==> src/rtl/hilo_pkg.sv <==
// Shared definitions for the divide-issue / HI-LO writeback stage.
package hilo_pkg;

    typedef enum logic [1:0] {
        IDLE,
        LAUNCH,
        RUN
    } div_state_t;

    // Iterations the radix-2 core needs for a 32-bit quotient.
    localparam int DIV_ITERATIONS = 32;

    // LO value written for a division by zero.
    localparam logic [31:0] DIV0_LO = 32'hFFFF_FFFF;

    // Two's-complement negate when neg is set. 0x8000_0000 maps to itself,
    // which is exactly the unsigned magnitude we want for the most negative value.
    function automatic logic [31:0] negate_if(input logic neg, input logic [31:0] value);
        return neg ? (~value + 32'd1) : value;
    endfunction

endpackage

==> src/rtl/hilo_divider_divu.sv <==
// Unsigned restoring radix-2 divider core: one quotient bit per cycle,
// busy rises on the edge that samples start and falls after the last bit.
module Divu
    import hilo_pkg::*;
(
    input  logic        clock,
    input  logic        reset,
    input  logic        start,
    input  logic [31:0] dividend,
    input  logic [31:0] divisor,
    output logic        busy,
    output logic [31:0] quotient,
    output logic [31:0] remainder
);

    logic [4:0]  count;
    logic [31:0] divisor_q;
    logic [32:0] shifted;
    logic [32:0] diff;

    // Trial subtraction of the divisor from the partial remainder shifted left by one.
    always_comb begin
        shifted = {remainder, quotient[31]};
        diff    = shifted - {1'b0, divisor_q};
    end

    // Load operands on start, then shift/subtract once per cycle while busy.
    // NOTE: sequential state uses non-blocking assignments so every register
    // samples pre-edge values; blocking here would chain updates within one edge.
    always_ff @(posedge clock or posedge reset) begin
        if (reset) begin
            busy      <= 1'b0;
            count     <= '0;
            divisor_q <= '0;
            quotient  <= '0;
            remainder <= '0;
        end else if (start && !busy) begin
            busy      <= 1'b1;
            count     <= '0;
            divisor_q <= divisor;
            quotient  <= dividend;
            remainder <= '0;
        end else if (busy) begin
            if (!diff[32]) begin
                remainder <= diff[31:0];
                quotient  <= {quotient[30:0], 1'b1};
            end else begin
                remainder <= shifted[31:0];
                quotient  <= {quotient[30:0], 1'b0};
            end
            count <= count + 5'd1;
            if (count == 5'(DIV_ITERATIONS - 1)) begin
                busy <= 1'b0;
            end
        end
    end

endmodule

==> src/rtl/hilo_divider.sv <==
// Divide issue and HI/LO writeback: converts div/divu operands to magnitudes,
// runs the unsigned core, sign-corrects the result and owns HI/LO.
module hilo_divider
    import hilo_pkg::*;
(
    input  logic        clock,
    input  logic        reset,
    input  logic        op_valid,
    input  logic        op_signed,
    input  logic [31:0] rs_val,
    input  logic [31:0] rt_val,
    input  logic        hi_we,
    input  logic        lo_we,
    input  logic [31:0] wdata,
    output logic [31:0] hi,
    output logic [31:0] lo,
    output logic        stall,
    output logic        done
);

    div_state_t  state;
    div_state_t  state_next;
    logic [31:0] dvd_mag;
    logic [31:0] dvs_mag;
    logic        q_neg;
    logic        r_neg;
    logic        rs_neg;
    logic        rt_neg;
    logic        accept_div;
    logic        accept_div0;
    logic        mt_allowed;
    logic        result_write;
    logic        core_start;
    logic        core_busy;
    logic [31:0] core_quo;
    logic [31:0] core_rem;

    assign rs_neg = op_signed & rs_val[31];
    assign rt_neg = op_signed & rt_val[31];

    // Next-state, stall and strobe decode.
    // NOTE: every output gets a default before the case so no path leaves a
    // variable unassigned, which would otherwise infer a latch.
    always_comb begin
        state_next   = state;
        stall        = 1'b0;
        accept_div   = 1'b0;
        accept_div0  = 1'b0;
        mt_allowed   = 1'b0;
        result_write = 1'b0;
        core_start   = 1'b0;
        case (state)
            IDLE: begin
                if (op_valid) begin
                    if (rt_val != 32'd0) begin
                        accept_div = 1'b1;
                        stall      = 1'b1;
                        state_next = LAUNCH;
                    end else begin
                        accept_div0 = 1'b1;
                    end
                end else begin
                    mt_allowed = 1'b1;
                end
            end
            LAUNCH: begin
                stall      = 1'b1;
                core_start = 1'b1;
                state_next = RUN;
            end
            RUN: begin
                stall = 1'b1;
                if (!core_busy) begin
                    result_write = 1'b1;
                    state_next   = IDLE;
                end
            end
            default: state_next = IDLE;
        endcase
    end

    // State register.
    always_ff @(posedge clock or posedge reset) begin
        if (reset) state <= IDLE;
        else       state <= state_next;
    end

    // Latch operand magnitudes and result signs when a real divide is accepted.
    always_ff @(posedge clock or posedge reset) begin
        if (reset) begin
            dvd_mag <= '0;
            dvs_mag <= '0;
            q_neg   <= 1'b0;
            r_neg   <= 1'b0;
        end else if (accept_div) begin
            dvd_mag <= negate_if(rs_neg, rs_val);
            dvs_mag <= negate_if(rt_neg, rt_val);
            q_neg   <= rs_neg ^ rt_neg;
            r_neg   <= rs_neg;
        end
    end

    // Architectural HI/LO and the done pulse; divide results win over mthi/mtlo.
    always_ff @(posedge clock or posedge reset) begin
        if (reset) begin
            hi   <= '0;
            lo   <= '0;
            done <= 1'b0;
        end else begin
            done <= accept_div0 | result_write;
            if (result_write) begin
                lo <= negate_if(q_neg, core_quo);
                hi <= negate_if(r_neg, core_rem);
            end else if (accept_div0) begin
                hi <= rs_val;
                lo <= DIV0_LO;
            end else if (mt_allowed) begin
                if (hi_we) hi <= wdata;
                if (lo_we) lo <= wdata;
            end
        end
    end

    Divu u_divu (
        .clock     (clock),
        .reset     (reset),
        .start     (core_start),
        .dividend  (dvd_mag),
        .divisor   (dvs_mag),
        .busy      (core_busy),
        .quotient  (core_quo),
        .remainder (core_rem)
    );

endmodule
==> config.mk <==
export PLATFORM = sky130hd
export DESIGN_NAME = hilo_divider
export DESIGN_NICKNAME = d
export VERILOG_FILES = /design/src/rtl/hilo_pkg.sv /design/src/rtl/hilo_divider_divu.sv /design/src/rtl/hilo_divider.sv
export SDC_FILE = /design/constraint.sdc
export NUM_CORES = 1
export LEC_CHECK = 0
export CORE_ASPECT_RATIO = 2
export CORE_MARGIN = 1
export CORE_UTILIZATION = 62
export DETAILED_ROUTE_END_ITERATION = 10
export PLACE_DENSITY = 0.91
export SETUP_SLACK_MARGIN = 0.15
export SYNTH_ARGS = -nofsm -noshare
export SYNTH_HDL_FRONTEND = slang
export SYNTH_SLANG_ARGS = --single-unit
==> constraint.sdc <==
create_clock -name clock -period 14.8 [get_ports clock]
set_input_delay 4.44 -clock clock [delete_from_list [all_inputs] [get_ports clock]]
set_output_delay 4.44 -clock clock [all_outputs]
set_load 0.005 [all_outputs]
==> metrics.md <==
| Metric | Value |
|---|---|
| Global Route Usage Sum | between 30% and 40% |
| DR WL/cell | approximately 20 um |
| R2r setup slk | approximately 10 ns |
| Starting Density | ~63% |
| Multi-input gate area | between 0.008 and 0.009 sq mm |
| CP startpoint kind | primary input |
| FF-to-FF path depth | 13 |
| Hold WC Path Type | flip-flop to flip-flop |
| Final #Nets | about 2,000 |
| Post-route cell area | 0.0170 sq mm |
| Routability Congestion | just over 0.9 |
| Vias per inst | about 6.4 |
| Final Hold Viols | 0 |
| Top cells by area, synth | dfrtp_1, nand2_1, o21ai_0 |
| Kind of critical path | primary input to primary output |
| DRC viols | 0 |
| Vias in the first global route | approximately 14,000 |
| Top cell type's share of synthesized area | about two fifths |
| Clk buf depth | 3 |
| Syn Std Cell Area | 0.0145 sq mm |
| IO Port Bufs | about 170 |
| Antenna cell count | 0 |
| Post-CTS Hold Fix Bufs | 0 |
| Area after DPL | ~0.016 sq mm |
| Final-report setup violation count | 0 |
| Die ar. | about 0.024 sq mm |
| Post-Route WL | roughly 42,000 um |
| Synth Instances | about 1,700 |
| Worst-case headroom to the max-slew limit | between 10% and 20% |
| Post-DP HPWL | ~30,000 um |
| Reg area | about 0.0059 sq mm |
| Row count | 79 |
| P per Cell Area | around 250 mW/mm^2 |
| TritonCTS Buffers | 21 |
| Final TNS setup | 0 ns |
| Crit path max fanout | 6 |
| Mean Syn Cell Area | between 8 and 9 sq um |
| Unique masters post-synth | 67 |
| Setup crit end kind | primary output |
| Syn nets | 1,852 |
| Final Slew Violations | 0 |
| Minimum clock period | between 10 and 15 ns |
| Overflow after GRT | 0 |
| Status | completed |
| Post-synth top area cell | dfrtp_1 |
| Ports | 168 |
| Worst EP arrival | roughly 7.5 ns |
| Number of H-tree levels | 1 |
| Worst slew pin tran | 1.20 ns |
| Ratio of cells with drive above 1 in the final layout | under 10% |
| Hold endpoint | dvs_mag[28] |
| Max_cap viols | 0 |
| Postcts setup bufs | 0 |
| Part of the Yosys area used for sequential elements | 40.4% |
| Clock sink count | about 240 |
| Drt initial violations | about 1,100 |
| Die height | approximately 220 um |
| Core area | 0.0231 sq mm |
| Initial antenna violation count | 0 |
| RSZ-0062 raised after global routing | no |
| Worst hold path cell count | 2 |
| Worst skew pair latency | about 0.53 ns |
| CTS tree | done |
| Pin count of the biggest net entering global routing | ~130 |
| Synth Register Bits | around 240 |
| HP Start | dvs_mag[28] |
| DR vias | 13,500 |
| EDFF count, synth | 0 |
| Top_reg_cell synth | dfrtp_1 |
| Layout Skew | between 0.015 and 0.02 ns |
| Filler Cells Inserted | ~1,700 |
| Pleak | between 7 and 8 nW |
| Pre-antenna DRT Iters | 8 |
| Clock Pin Slew Worst Setup and Hold Paths | about 0.060 ns |
| CTS root buf | clkbuf_16 |
| Synth-to-layout area growth | 17.2% |
| R2R Path End | u_divu.remainder[8] |
| Antenna-violating nets left | 0 |
| Max Clk Rate | 84.0 MHz |
| Syn. warnings | 0 |
| Fin crit share | between 80 and 90% |
| Max VDD drop | around 0.14 mV |
| Post-CTS sizing | 0 |
| Ys async rst share | 100% |
| Horiz. Die Dim | between 100 and 150 um |
| CP Data Required Time | ~10 ns |
| Global-route wire length before repair | 66,300 um |
| Worst reg2reg startpoint | u_divu.quotient[31] |
through the flow:
step                      hold slack, ns  setup WS [ns]  total power, mW  util (%)  std cells
after floorplan                    0.444           3.81             2.82         -       1707
after global placement             0.460           2.95             3.42      70.6       2073
after detailed placement           0.469           2.90             3.53      70.6       2073
after CTS                          0.484           2.89             4.13      73.7       2110
after global routing               0.499           2.79             4.47      73.7       2110
final                              0.481           2.90             4.18      73.7       2110
final cells by class:
| cell class | count | area share (%) |
|---|---|---|
| Sequential cell | 235 | 34.5 |
| Multi-Input combinational cell | 1310 | 47.2 |
| Clock inverter | 8 | 0.844 |
| Timing Repair Buffer | 186 | 10.6 |
| Inverter | 59 | 1.34 |
| Clock buffer | 29 | 3.38 |
| Tap cell | 283 | 2.08 |
cell usage in the layout, fill, tap and decap left out, types with 25 or more instances in the layout:
cell / instances
nand2_1: 304
dfrtp_1: 234
o21ai_0: 194
clkdlybuf4s50_1: 167
a21oi_1: 106
xnor2_1: 92
nor2_1: 81
mux2i_1: 63
inv_1: 57
xor2_1: 55
ha_1: 41
o31ai_1: 28
o21ai_1: 28
nor3_1: 27
a31oi_1: 25
cell families (layout without fill, tap and decap cells):
| group | count (synthesis) | after routing | synth area share [%] |
|---|---|---|---|
| AND/OR/NAND/NOR | 551 | 551 | 17.1 |
| AO/OA/AOI/OAI | 499 | 499 | 20.4 |
| flip-flops | 235 | 235 | 40.4 |
| buffers and inverters | 162 | 282 | 4.54 |
| XOR/XNOR | 147 | 147 | 8.85 |
| multiplexers | 70 | 70 | 4.88 |
| adder cells (fa/ha/maj) | 43 | 43 | 3.75 |
worst max-delay path, stage by stage:
cell and delay, ns:
clkdlybuf4s50_1 0.49, or4_4 0.60, or4_4 0.48, nor4_4 0.48, nand3_1 0.29, nand3_4 0.16
a21oi_1 0.07, clkdlybuf4s50_1 0.44
registers in the layout, indices dropped and copies added (netlist names):
signal,count
u_divu.count,5
dvd_mag,32
done,1
u_divu.remainder,32
u_divu.quotient,32
u_divu.busy,1
q_neg,1
state,2
dvs_mag,32
hi,32
lo,32
r_neg,1
u_divu.divisor_q,32
Yosys cell counts (all sizes together), types with 28 or more instances:
master	n
mux2i	63
a21oi	107
clkbuf	70
nor3	28
o31ai	28
nor2	82
dfrtp	235
o21ai	223
xor2	55
buf	33
inv	59
xnor2	92
nand2	305
ha	42
where the power goes:
group | leakage, nW | switching (mW) | internal, mW | total [mW]
clock | 0.353 | 0.250 | 0.343 | 0.592
sequential | 2.90 | 0.300 | 0.968 | 1.27
combinational | 3.95 | 1.30 | 1.02 | 2.32
total | 7.20 | 1.85 | 2.34 | 4.18
routing by layer:
metal | track usage (%) | share of wire, %
met1 | 36.3 | 33
met2 | 63.4 | 53
met3 | 6.17 | 6.6
met4 | 25.0 | 6.9
met5 | 0 | 0
worst max path at each step:
stage	start	end	slack (ns)	depth (start not counted)
2_1_floorplan	rt_val[8]	stall	3.81	8
3_3_place_gp	rt_val[8]	stall	2.95	8
3_5_place_dp	rt_val[8]	stall	2.90	8
4_1_cts	rt_val[8]	stall	2.89	8
5_1_grt	rt_val[8]	stall	2.79	8
6_report	rt_val[8]	stall	2.90	8
Power figures use the tool's default switching activity.
